==> config.mk <==
export PLATFORM = sky130hd
export DESIGN_NAME = wb_arbiter_flat
export DESIGN_NICKNAME = d
export VERILOG_FILES = /design/src/rtl/wb_arbiter_if.sv /design/src/rtl/wb_arbiter.sv /design/src/flat_wrapper.sv
export SDC_FILE = /design/constraint.sdc
export NUM_CORES = 1
export LEC_CHECK = 0
export ABC_AREA = 0
export CAP_MARGIN = 20
export CORE_ASPECT_RATIO = 0.75
export CORE_MARGIN = 2
export CORE_UTILIZATION = 30
export CTS_CLUSTER_DIAMETER = 80
export DETAILED_ROUTE_END_ITERATION = 16
export PLACE_DENSITY_LB_ADDON = 0.15
export SLEW_MARGIN = 25
export SYNTH_ARGS = -nofsm -noshare
export SYNTH_HDL_FRONTEND = slang
export SYNTH_SLANG_ARGS = --single-unit
==> constraint.sdc <==
create_clock -name clk -period 2.75 [get_ports clk]
set_input_delay 0.55 -clock clk [delete_from_list [all_inputs] [get_ports clk]]
set_output_delay 0.55 -clock clk [all_outputs]
set_load 0.05 [all_outputs]
==> src/rtl/wb_arbiter_if.sv <==
// rtl/wb_arbiter_if.sv - bus bundle for the write-back arbiter (optional bypass ports under WB_BYPASS_EN)
interface wb_arbiter_if #(
    parameter int pw = 4
);
    logic          alu_valid;
    logic          alu_ready;
    logic [pw-1:0] alu_addr;
    logic [7:0]    alu_data;
    logic          ld_issue;
    logic          ld_ready;
    logic [pw-1:0] ld_dst;
    logic          mem_valid;
    logic [7:0]    mem_data;
    logic [pw-1:0] rd_addrA;
    logic [pw-1:0] rd_addrB;
    logic          hazard;
    logic          rf_wr_en;
    logic [pw-1:0] rf_wr_addr;
    logic [7:0]    rf_dat;
    logic          err;
`ifdef WB_BYPASS_EN
    logic [7:0]    datA_in;
    logic [7:0]    datB_in;
    logic [7:0]    fwdA;
    logic [7:0]    fwdB;
`endif

    modport slave (
        input  alu_valid, alu_addr, alu_data, ld_issue, ld_dst, mem_valid, mem_data,
        input  rd_addrA, rd_addrB,
`ifdef WB_BYPASS_EN
        input  datA_in, datB_in,
        output fwdA, fwdB,
`endif
        output alu_ready, ld_ready, hazard, rf_wr_en, rf_wr_addr, rf_dat, err
    );

    modport master (
        output alu_valid, alu_addr, alu_data, ld_issue, ld_dst, mem_valid, mem_data,
        output rd_addrA, rd_addrB,
`ifdef WB_BYPASS_EN
        output datA_in, datB_in,
        input  fwdA, fwdB,
`endif
        input  alu_ready, ld_ready, hazard, rf_wr_en, rf_wr_addr, rf_dat, err
    );
endinterface

==> src/rtl/wb_arbiter.sv <==
// rtl/wb_arbiter.sv - register-file write-back arbiter: load FIFO, ALU skid, hazard detect
// Optional operand forwarding from the registered write enabled by WB_BYPASS_EN.
module wb_arbiter #(
    parameter int pw = 4
) (
    input  logic        clk,
    input  logic        reset,
    wb_arbiter_if.slave bus
);
    logic [pw-1:0] r_fifo [4];
    logic [1:0]    r_wptr;
    logic [1:0]    r_rptr;
    logic [2:0]    r_count;
    logic          r_skid_valid;
    logic [pw-1:0] r_skid_addr;
    logic [7:0]    r_skid_data;
    logic          r_wr_en;
    logic [pw-1:0] r_wr_addr;
    logic [7:0]    r_dat;
    logic          r_err;

    logic          w_ld_ready;
    logic          w_push;
    logic          w_pop;
    logic          w_alu_acc;
    logic          w_sel_mem;
    logic          w_sel_skid;
    logic          w_sel_alu;
    logic          w_skid_load;
    logic          w_hazard;
    logic [3:0]    w_ent_valid;

    always_comb begin
        w_ld_ready  = (r_count < 3'd4);
        w_push      = bus.ld_issue && w_ld_ready;
        w_pop       = bus.mem_valid && (r_count != 3'd0);
        w_alu_acc   = bus.alu_valid && !r_skid_valid;
        w_sel_mem   = w_pop;
        w_sel_skid  = !w_pop && r_skid_valid;
        w_sel_alu   = !w_pop && !r_skid_valid && w_alu_acc;
        w_skid_load = w_pop && w_alu_acc;
    end

    // An entry is live when its distance from the read pointer is below the count.
    for (genvar gi = 0; gi < 4; gi++) begin : g_ent
        logic [1:0] w_offs;
        assign w_offs          = 2'(gi) - r_rptr;
        assign w_ent_valid[gi] = ({1'b0, w_offs} < r_count);
    end

    always_comb begin
        w_hazard = 1'b0;
        for (int i = 0; i < 4; i++) begin
            if (w_ent_valid[i] && ((r_fifo[i] == bus.rd_addrA) || (r_fifo[i] == bus.rd_addrB) ||
                                   (bus.alu_valid && (r_fifo[i] == bus.alu_addr)))) begin
                w_hazard = 1'b1;
            end
        end
        if (r_skid_valid && ((r_skid_addr == bus.rd_addrA) || (r_skid_addr == bus.rd_addrB))) begin
            w_hazard = 1'b1;
        end
`ifndef WB_BYPASS_EN
        if (r_wr_en && ((r_wr_addr == bus.rd_addrA) || (r_wr_addr == bus.rd_addrB))) begin
            w_hazard = 1'b1;
        end
`endif
    end

    // Storage only; liveness is tracked by the pointers, so no reset is needed here.
    always_ff @(posedge clk) begin
        if (!reset && w_push) begin
            r_fifo[r_wptr] <= bus.ld_dst;
        end
    end

    always_ff @(posedge clk) begin
        if (reset) begin
            r_wptr       <= 2'd0;
            r_rptr       <= 2'd0;
            r_count      <= 3'd0;
            r_skid_valid <= 1'b0;
            r_skid_addr  <= '0;
            r_skid_data  <= 8'd0;
            r_wr_en      <= 1'b0;
            r_wr_addr    <= '0;
            r_dat        <= 8'd0;
            r_err        <= 1'b0;
        end else begin
            if (w_push) begin
                r_wptr <= r_wptr + 2'd1;
            end
            if (w_pop) begin
                r_rptr <= r_rptr + 2'd1;
            end
            case ({w_push, w_pop})
                2'b10:   r_count <= r_count + 3'd1;
                2'b01:   r_count <= r_count - 3'd1;
                default: r_count <= r_count;
            endcase
            if (bus.mem_valid && (r_count == 3'd0)) begin
                r_err <= 1'b1;
            end

            r_wr_en <= w_sel_mem || w_sel_skid || w_sel_alu;
            if (w_sel_mem) begin
                r_wr_addr <= r_fifo[r_rptr];
                r_dat     <= bus.mem_data;
            end else if (w_sel_skid) begin
                r_wr_addr <= r_skid_addr;
                r_dat     <= r_skid_data;
            end else if (w_sel_alu) begin
                r_wr_addr <= bus.alu_addr;
                r_dat     <= bus.alu_data;
            end

            if (w_skid_load) begin
                r_skid_valid <= 1'b1;
                r_skid_addr  <= bus.alu_addr;
                r_skid_data  <= bus.alu_data;
            end else if (w_sel_skid) begin
                r_skid_valid <= 1'b0;
            end
        end
    end

    assign bus.alu_ready  = !r_skid_valid;
    assign bus.ld_ready   = w_ld_ready;
    assign bus.hazard     = w_hazard;
    assign bus.rf_wr_en   = r_wr_en;
    assign bus.rf_wr_addr = r_wr_addr;
    assign bus.rf_dat     = r_dat;
    assign bus.err        = r_err;

`ifdef WB_BYPASS_EN
    assign bus.fwdA = (r_wr_en && (r_wr_addr == bus.rd_addrA)) ? r_dat : bus.datA_in;
    assign bus.fwdB = (r_wr_en && (r_wr_addr == bus.rd_addrB)) ? r_dat : bus.datB_in;
`endif
endmodule

==> src/flat_wrapper.sv <==
// flat-port wrapper written by rule: the top's interface ports become plain ports
module wb_arbiter_flat 
#(
    parameter int pw = 4
)
  (clk, reset, bus_alu_valid, bus_alu_addr, bus_alu_data, bus_ld_issue, bus_ld_dst, bus_mem_valid, bus_mem_data, bus_rd_addrA, bus_rd_addrB, bus_alu_ready, bus_ld_ready, bus_hazard, bus_rf_wr_en, bus_rf_wr_addr, bus_rf_dat, bus_err);
  wb_arbiter_if #(.pw(pw)) bus_i ();
  input  logic clk;
  input  logic reset;
  input wire logic [$bits(bus_i.alu_valid)-1:0] bus_alu_valid;
  input wire logic [$bits(bus_i.alu_addr)-1:0] bus_alu_addr;
  input wire logic [$bits(bus_i.alu_data)-1:0] bus_alu_data;
  input wire logic [$bits(bus_i.ld_issue)-1:0] bus_ld_issue;
  input wire logic [$bits(bus_i.ld_dst)-1:0] bus_ld_dst;
  input wire logic [$bits(bus_i.mem_valid)-1:0] bus_mem_valid;
  input wire logic [$bits(bus_i.mem_data)-1:0] bus_mem_data;
  input wire logic [$bits(bus_i.rd_addrA)-1:0] bus_rd_addrA;
  input wire logic [$bits(bus_i.rd_addrB)-1:0] bus_rd_addrB;
  output wire logic [$bits(bus_i.alu_ready)-1:0] bus_alu_ready;
  output wire logic [$bits(bus_i.ld_ready)-1:0] bus_ld_ready;
  output wire logic [$bits(bus_i.hazard)-1:0] bus_hazard;
  output wire logic [$bits(bus_i.rf_wr_en)-1:0] bus_rf_wr_en;
  output wire logic [$bits(bus_i.rf_wr_addr)-1:0] bus_rf_wr_addr;
  output wire logic [$bits(bus_i.rf_dat)-1:0] bus_rf_dat;
  output wire logic [$bits(bus_i.err)-1:0] bus_err;
  assign bus_i.alu_valid = bus_alu_valid;
  assign bus_i.alu_addr = bus_alu_addr;
  assign bus_i.alu_data = bus_alu_data;
  assign bus_i.ld_issue = bus_ld_issue;
  assign bus_i.ld_dst = bus_ld_dst;
  assign bus_i.mem_valid = bus_mem_valid;
  assign bus_i.mem_data = bus_mem_data;
  assign bus_i.rd_addrA = bus_rd_addrA;
  assign bus_i.rd_addrB = bus_rd_addrB;
  assign bus_alu_ready = bus_i.alu_ready;
  assign bus_ld_ready = bus_i.ld_ready;
  assign bus_hazard = bus_i.hazard;
  assign bus_rf_wr_en = bus_i.rf_wr_en;
  assign bus_rf_wr_addr = bus_i.rf_wr_addr;
  assign bus_rf_dat = bus_i.rf_dat;
  assign bus_err = bus_i.err;
  wb_arbiter #(.pw(pw)) u_core (.clk(clk), .reset(reset), .bus(bus_i));
endmodule
Word-level counts from Yosys, hierarchy flattened. Memories as Yosys holds them, arrays and structs flattened. A register that Yosys moved wholly into a read port is not among the register bits. Cells that the tools add are included. W data, S select, Z words.

Flip-flop bits (word level): 34. Bits in writable memories: 16. Bits of input ports: 37. Word-level logic and storage cells: 100. Memories kept: 1.

Memories: u_core.r_fifo (words 4, width 4, read ports 5, clocked after Yosys merged registers in 1, write ports 1, RTL line wb_arbiter.sv:10) `logic [pw-1:0] r_fifo [4];`.

Add/subtract/negate cells: 8. Magnitude comparators: 5. Eq/ne operators: 18. Muxes and demuxes: 19. Reduce and logical (&&, ||, !) cells: 39.

Operators with widths (number): $eq A4 B4 Y1 (16); $mux W8 (3); $logic_and A1 B1 Y1 (19); $logic_or A1 B1 Y1 (12); $lt A2 B3 Y1 (4); $mux W4 (3); $mux W1 (10); $pmux W3 S2 (1); $reduce_bool A3 Y1 (2); $add A2 B1 Y2 const B (2); $mux W2 (2); $reduce_bool A2 Y1 (2); $sub A1 B2 Y2 const A (2); $sub A2 B2 Y2 const A (2); $add A3 B1 Y3 const B (1); $logic_not A1 Y1 (3); $logic_not A3 Y1 (1); $lt A3 B3 Y1 const B (1); $sub A3 B1 Y3 const B (1); $eq A2 B1 Y1 const B (1); $eq A2 B2 Y1 const B (1).

Logic depth before layout (Yosys ltp). Gate-level depths: netlist of the first run.

Depth after elaboration: 10. Mapped depth: 10. Depth with buffers taken out: 9.

Worst setup path before layout of the first run. Ideal clock, no wire load.

Path type: input -> output. Start: input port bus_rd_addrB[3]. End: output port bus_hazard. Data arrival time: 1.992 ns. Setup slack: 0.208 ns. Stages on the path: 6. Path buffers: 1. Cell sequence: buf_4 > xor2_1 > nor4_1 > a311o_1 > a222oi_1 > nand4_1.

Word-level cells in the longest chain between the ends: 10. Elaborated cells between the ends (all ways): 28. Classes of those cells: 6 x eq/ne; 6 x mux; 16 x reduce/logical.

Ends and longest elaborated chain: start: declaration (RTL line flat_wrapper.sv:18) `input wire logic [$bits(bus_i.rd_addrB)-1:0] bus_rd_addrB;`; $eq A4 B4 Y1 (RTL line wb_arbiter.sv:54) `if (w_ent_valid[i] && ((r_fifo[i] == bus.rd_addrA) || (r_fifo[i] == bus.rd_addrB) ||`; $logic_or A1 B1 Y1 (2 in series) (RTL line wb_arbiter.sv:54); $logic_and A1 B1 Y1 (RTL line wb_arbiter.sv:54); $mux W1 (4 in series) (RTL line wb_arbiter.sv:54); $mux W1 (RTL line wb_arbiter.sv:59) `if (r_skid_valid && ((r_skid_addr == bus.rd_addrA) || (r_skid_addr == bus.rd_addrB))) begin`; $mux W1 * (RTL line wb_arbiter.sv:63) `if (r_wr_en && ((r_wr_addr == bus.rd_addrA) || (r_wr_addr == bus.rd_addrB))) begin`; end: declaration (RTL line flat_wrapper.sv:21) `output wire logic [$bits(bus_i.hazard)-1:0] bus_hazard;`.

Mark *: on every way between the ends. The rest lies on a longest branch, timed or not.

==> reports/results.ini, run 1 <==
[setup_path]
crit_arrival_ns=2.20
worstPathCellList=xor2_1 > nor4_2 > a311o_1 > a222oi_1 > buf_4 > nand4_1 > buf_6
critPathLaunchType=flop
cp_data_required_time_ns=2.20
end_kind=output port
slowest_stage=edfxtp_1
cp_num_buf_inv=2
rr_worst_depth=9
crit_fanout=4
worst-path-stages=7
critPathKind=flop to output port
path_delay_family=compound AO/OA/AOI/OAI gates
max_stage_delay_ns=0.52
regToRegSetupSlack_ns=0.64

[power]
pwr-share-comb=0.446
intPower_mw=1.85
leakage_nw=1.49
p_seq_frac=0.360
power_switching_mw=1.25
sw_frac_of_total=0.404
ir_drop_uv=416
power_density_nw_per_um2=769
clockPowerShare=0.194

[global_route]
grt_usage=0.156
gr-total-overflow=0
grt_pass1_wl_um=13700
grt_start_max_net_pins=36
grt_pass1_vias=2490
antenna_found_initial=0

[logic_synthesis]
synth_area_um2=3190
synthFlopType=dfxtp_1
yosysSeqAreaShare=0.377
avgSynthCellArea_um2=9.38
synth_top_family_by_area=XOR/XNOR gates
synth-seq-cells=52
synth_compound_area_frac=0.136
synth_fa_ha_area_frac=0.0416
synth_nets=387
async_flop_share=0
syn-instance-count=340
yosys_warnings=0
synth_mux_area_frac=0.0294
synth_edf_count=16
yosys.area_share.simple=0.156
synthXorXnorAreaFrac=0.192
ys_types=38

[cells_and_area]
nets=443
fillerInstances=1033
drive_gt1_frac=0.141
syn2layout_area_growth_pct=26.6
final_util=0.391
antenna_cells=0

[routing]
drt-initial-drc-count=178
dr.pass1.iters=4
wirelength_um=8460
routedWlPerCell_um=15.9
drc=0
via_per_inst=4.71
ant_nets=0
vias=2513

[floorplan]
die_x_um=123
die_area_um2=11500
start_util=0.309
top_level_ports=54
core_um2=10300
die_y_um=93.3
rows=32

[cts]
numCtsBuffers=5
clk_path_buf_depth=2
ctsHoldBuffers=0
htreeDepth=2
cts_tree=done
post_cts_buffers=0
ctsRootBufferMaster=clkbuf_16
clk_pin_slew_ns=0.07
clock_latency_ns=0.28
cts.sinks=52

[sta]
skew_ns=0.00508
whs_ns=0.453
drv_slew=0
setup_tns_ns=-0.000803
slew_headroom=0.662
fmax_ghz=0.364
setup_viol=1
setup_ws_ns=-0.000803
finalHoldViolations=0
rsz0062_at_grt=yes
fin_crit_sh=1.00
worstMarginPinSlew_ns=0.505
min_period_ns=2.75

[run_status]
violations=setup timing
status=finished, violations left

[worst_hold_path]
hold_depth=2
min_path_type=flop to flop

[flow_run]
cap_violations=0

[placed_design]
io_buffers=53
place_congestion=0.880
dp.final_hpwl_um=6300

-- stage by stage --
| stage | power [mW] | cells | cell area [um2] | setup WS, ns |
|---|---|---|---|---|
| final | 3.10 | 533 | 4040 | -0.000803 |
| after floorplan | 2.11 | 340 | 3190 | 0.208 |
| after global placement | 2.49 | 525 | 3880 | -0.318 |
| after CTS | 3.14 | 533 | 4030 | -0.0424 |
| after global routing | 3.32 | 533 | 4040 | -0.105 |
| after detailed placement | 2.52 | 525 | 3880 | -0.340 |
-- final timing paths --
kind	startpoint	to
min reg2reg	u_core.r_skid_data[6]	u_core.r_skid_data[6]
max reg2reg	u_core.r_count[2]	u_core.r_count[2]
max	u_core.r_fifo[1][3]	bus_hazard
min	u_core.r_skid_data[6]	u_core.r_skid_data[6]
-- per-layer routing --
layer  GRT usage  up-vias  share of wire  wire (um)
li1            -     1277              -          -
met4      0.0284        0         0.0063         53
met5           0        -              0          0
met1       0.244     1193           0.53       4470
met3      0.0244        5          0.035        299
met2       0.227       38           0.43       3640
-- power groups by stage --
| stage | Sequential [mW] | Combinational (mW) | Clock (mW) |
|---|---|---|---|
| after floorplan | 1.31 | 0.804 | 0 |
| after global placement | 1.13 | 1.36 | 0 |
| final | 1.12 | 1.38 | 0.600 |
| after detailed placement | 1.14 | 1.38 | 0 |
| after global routing | 1.14 | 1.52 | 0.662 |
| after CTS | 1.12 | 1.40 | 0.622 |
-- cells in the mapped netlist, types with 2 or more instances --
| cell | n | area [um2] |
|---|---|---|
| clkbuf_1 | 5 | 18.8 |
| nand2_1 | 41 | 154 |
| a21oi_1 | 21 | 105 |
| buf_4 | 10 | 75.1 |
| o41ai_1 | 5 | 43.8 |
| ha_1 | 9 | 113 |
| o21ai_0 | 14 | 70.1 |
| nor2_1 | 34 | 128 |
| inv_1 | 10 | 37.5 |
| a2111oi_2 | 8 | 120 |
| nand4_1 | 6 | 37.5 |
| dfxtp_1 | 36 | 721 |
| mux4_2 | 3 | 67.6 |
| buf_6 | 4 | 45.0 |
| buf_2 | 6 | 30.0 |
| nor2_2 | 6 | 37.5 |
| xor2_1 | 42 | 368 |
| a211oi_1 | 4 | 30.0 |
| nor3_1 | 2 | 10.0 |
| nor4_1 | 5 | 31.3 |
| and2_1 | 4 | 25.0 |
| edfxtp_1 | 16 | 480 |
| o22ai_1 | 7 | 43.8 |
| xnor2_1 | 28 | 245 |
-- layout make-up --
cell class              instances  area (um2)  area share
multi-input cells             251        1800       0.446
repair buffers                 75         682       0.169
well taps                     136         170      0.0422
inverters                      11        43.8      0.0109
clock inverters                 2        11.3     0.00279
clock buffers                   6         129      0.0319
flip-flops and latches         52        1200       0.298
-- cell families (layout without fill, tap and decap cells) --
kind of cell             after synthesis  in the layout
AO/OA/AOI/OAI                         61             61
XOR/XNOR                              70             70
adder cells (fa/ha/maj)               10             10
buffers and inverters                 37             94
flip-flops                            52             52
multiplexers                           4              4
AND/OR/NAND/NOR                      106            106
-- worst register-to-register path, cell delays in order (launching register included) --
cell and delay [ns]:
dfxtp_1 0.50, nor3_2 0.08, nand2b_4 0.16, inv_4 0.08
ha_1 0.19, inv_1 0.06, fa_1 0.37, xor2_1 0.16
or3_1 0.30, a21oi_1 0.14
-- repair_timing --
item | in CTS | in global routing
cloned | 0 | 0
gates resized for setup | 16 | 1
pin swaps | 5 | 4
setup endpoints to repair | 1 | 1
-- cells in the final DEF, fill, tap and decap left out, drive strengths merged --
cell / Yosys / routed
xor2: 42 / 42
nand2: 42 / 42
clkdlybuf4s50: 0 / 40
nor2: 40 / 40
dfxtp: 36 / 36
xnor2: 28 / 28
buf: 21 / 23
a21oi: 21 / 21
edfxtp: 16 / 16
o21ai: 14 / 14
dlygate4sd2: 0 / 12
inv: 11 / 11
ha: 9 / 9
a2111oi: 8 / 8
o22ai: 7 / 7
nand4: 6 / 6
clkbuf: 5 / 6
o41ai: 5 / 5
nor4: 5 / 5
and2: 4 / 4
a211oi: 4 / 4
mux4: 4 / 4
nor3: 3 / 3
nand2b: 2 / 2
nor2b: 1 / 1
a311o: 1 / 1
a222oi: 1 / 1
and3: 1 / 1
nand3: 1 / 1
or3: 1 / 1
fa: 1 / 1
clkinvlp: 0 / 1
clkinv: 0 / 1
-- sequential cells by signal (all words and copies together) (netlist names), 2 cells and up, named ones only --
name                   cells
u_core.r_fifo             16
u_core.bus.rf_dat          8
u_core.r_skid_data         8
u_core.bus.rf_wr_addr      4
u_core.r_skid_addr         4
u_core.r_count             3
u_core.r_rptr              2
u_core.r_wptr              2
Power figures use the tool's default switching activity.
==> run 2: changes to the inputs <==
--- a/config.mk
+++ b/config.mk
@@ -6,12 +6,14 @@
 export NUM_CORES = 1
 export LEC_CHECK = 0
 export ABC_AREA = 0
+export ABC_CLOCK_PERIOD_IN_PS = 2750
 export CAP_MARGIN = 20
 export CORE_ASPECT_RATIO = 0.75
 export CORE_MARGIN = 2
 export CORE_UTILIZATION = 30
 export CTS_CLUSTER_DIAMETER = 80
 export DETAILED_ROUTE_END_ITERATION = 16
+export HOLD_SLACK_MARGIN = 0.06
 export PLACE_DENSITY_LB_ADDON = 0.15
 export SLEW_MARGIN = 25
 export SYNTH_ARGS = -nofsm -noshare
==> results of run 2 <==
Same layout as run 1: the final DEF is identical, and so are final timing and power.
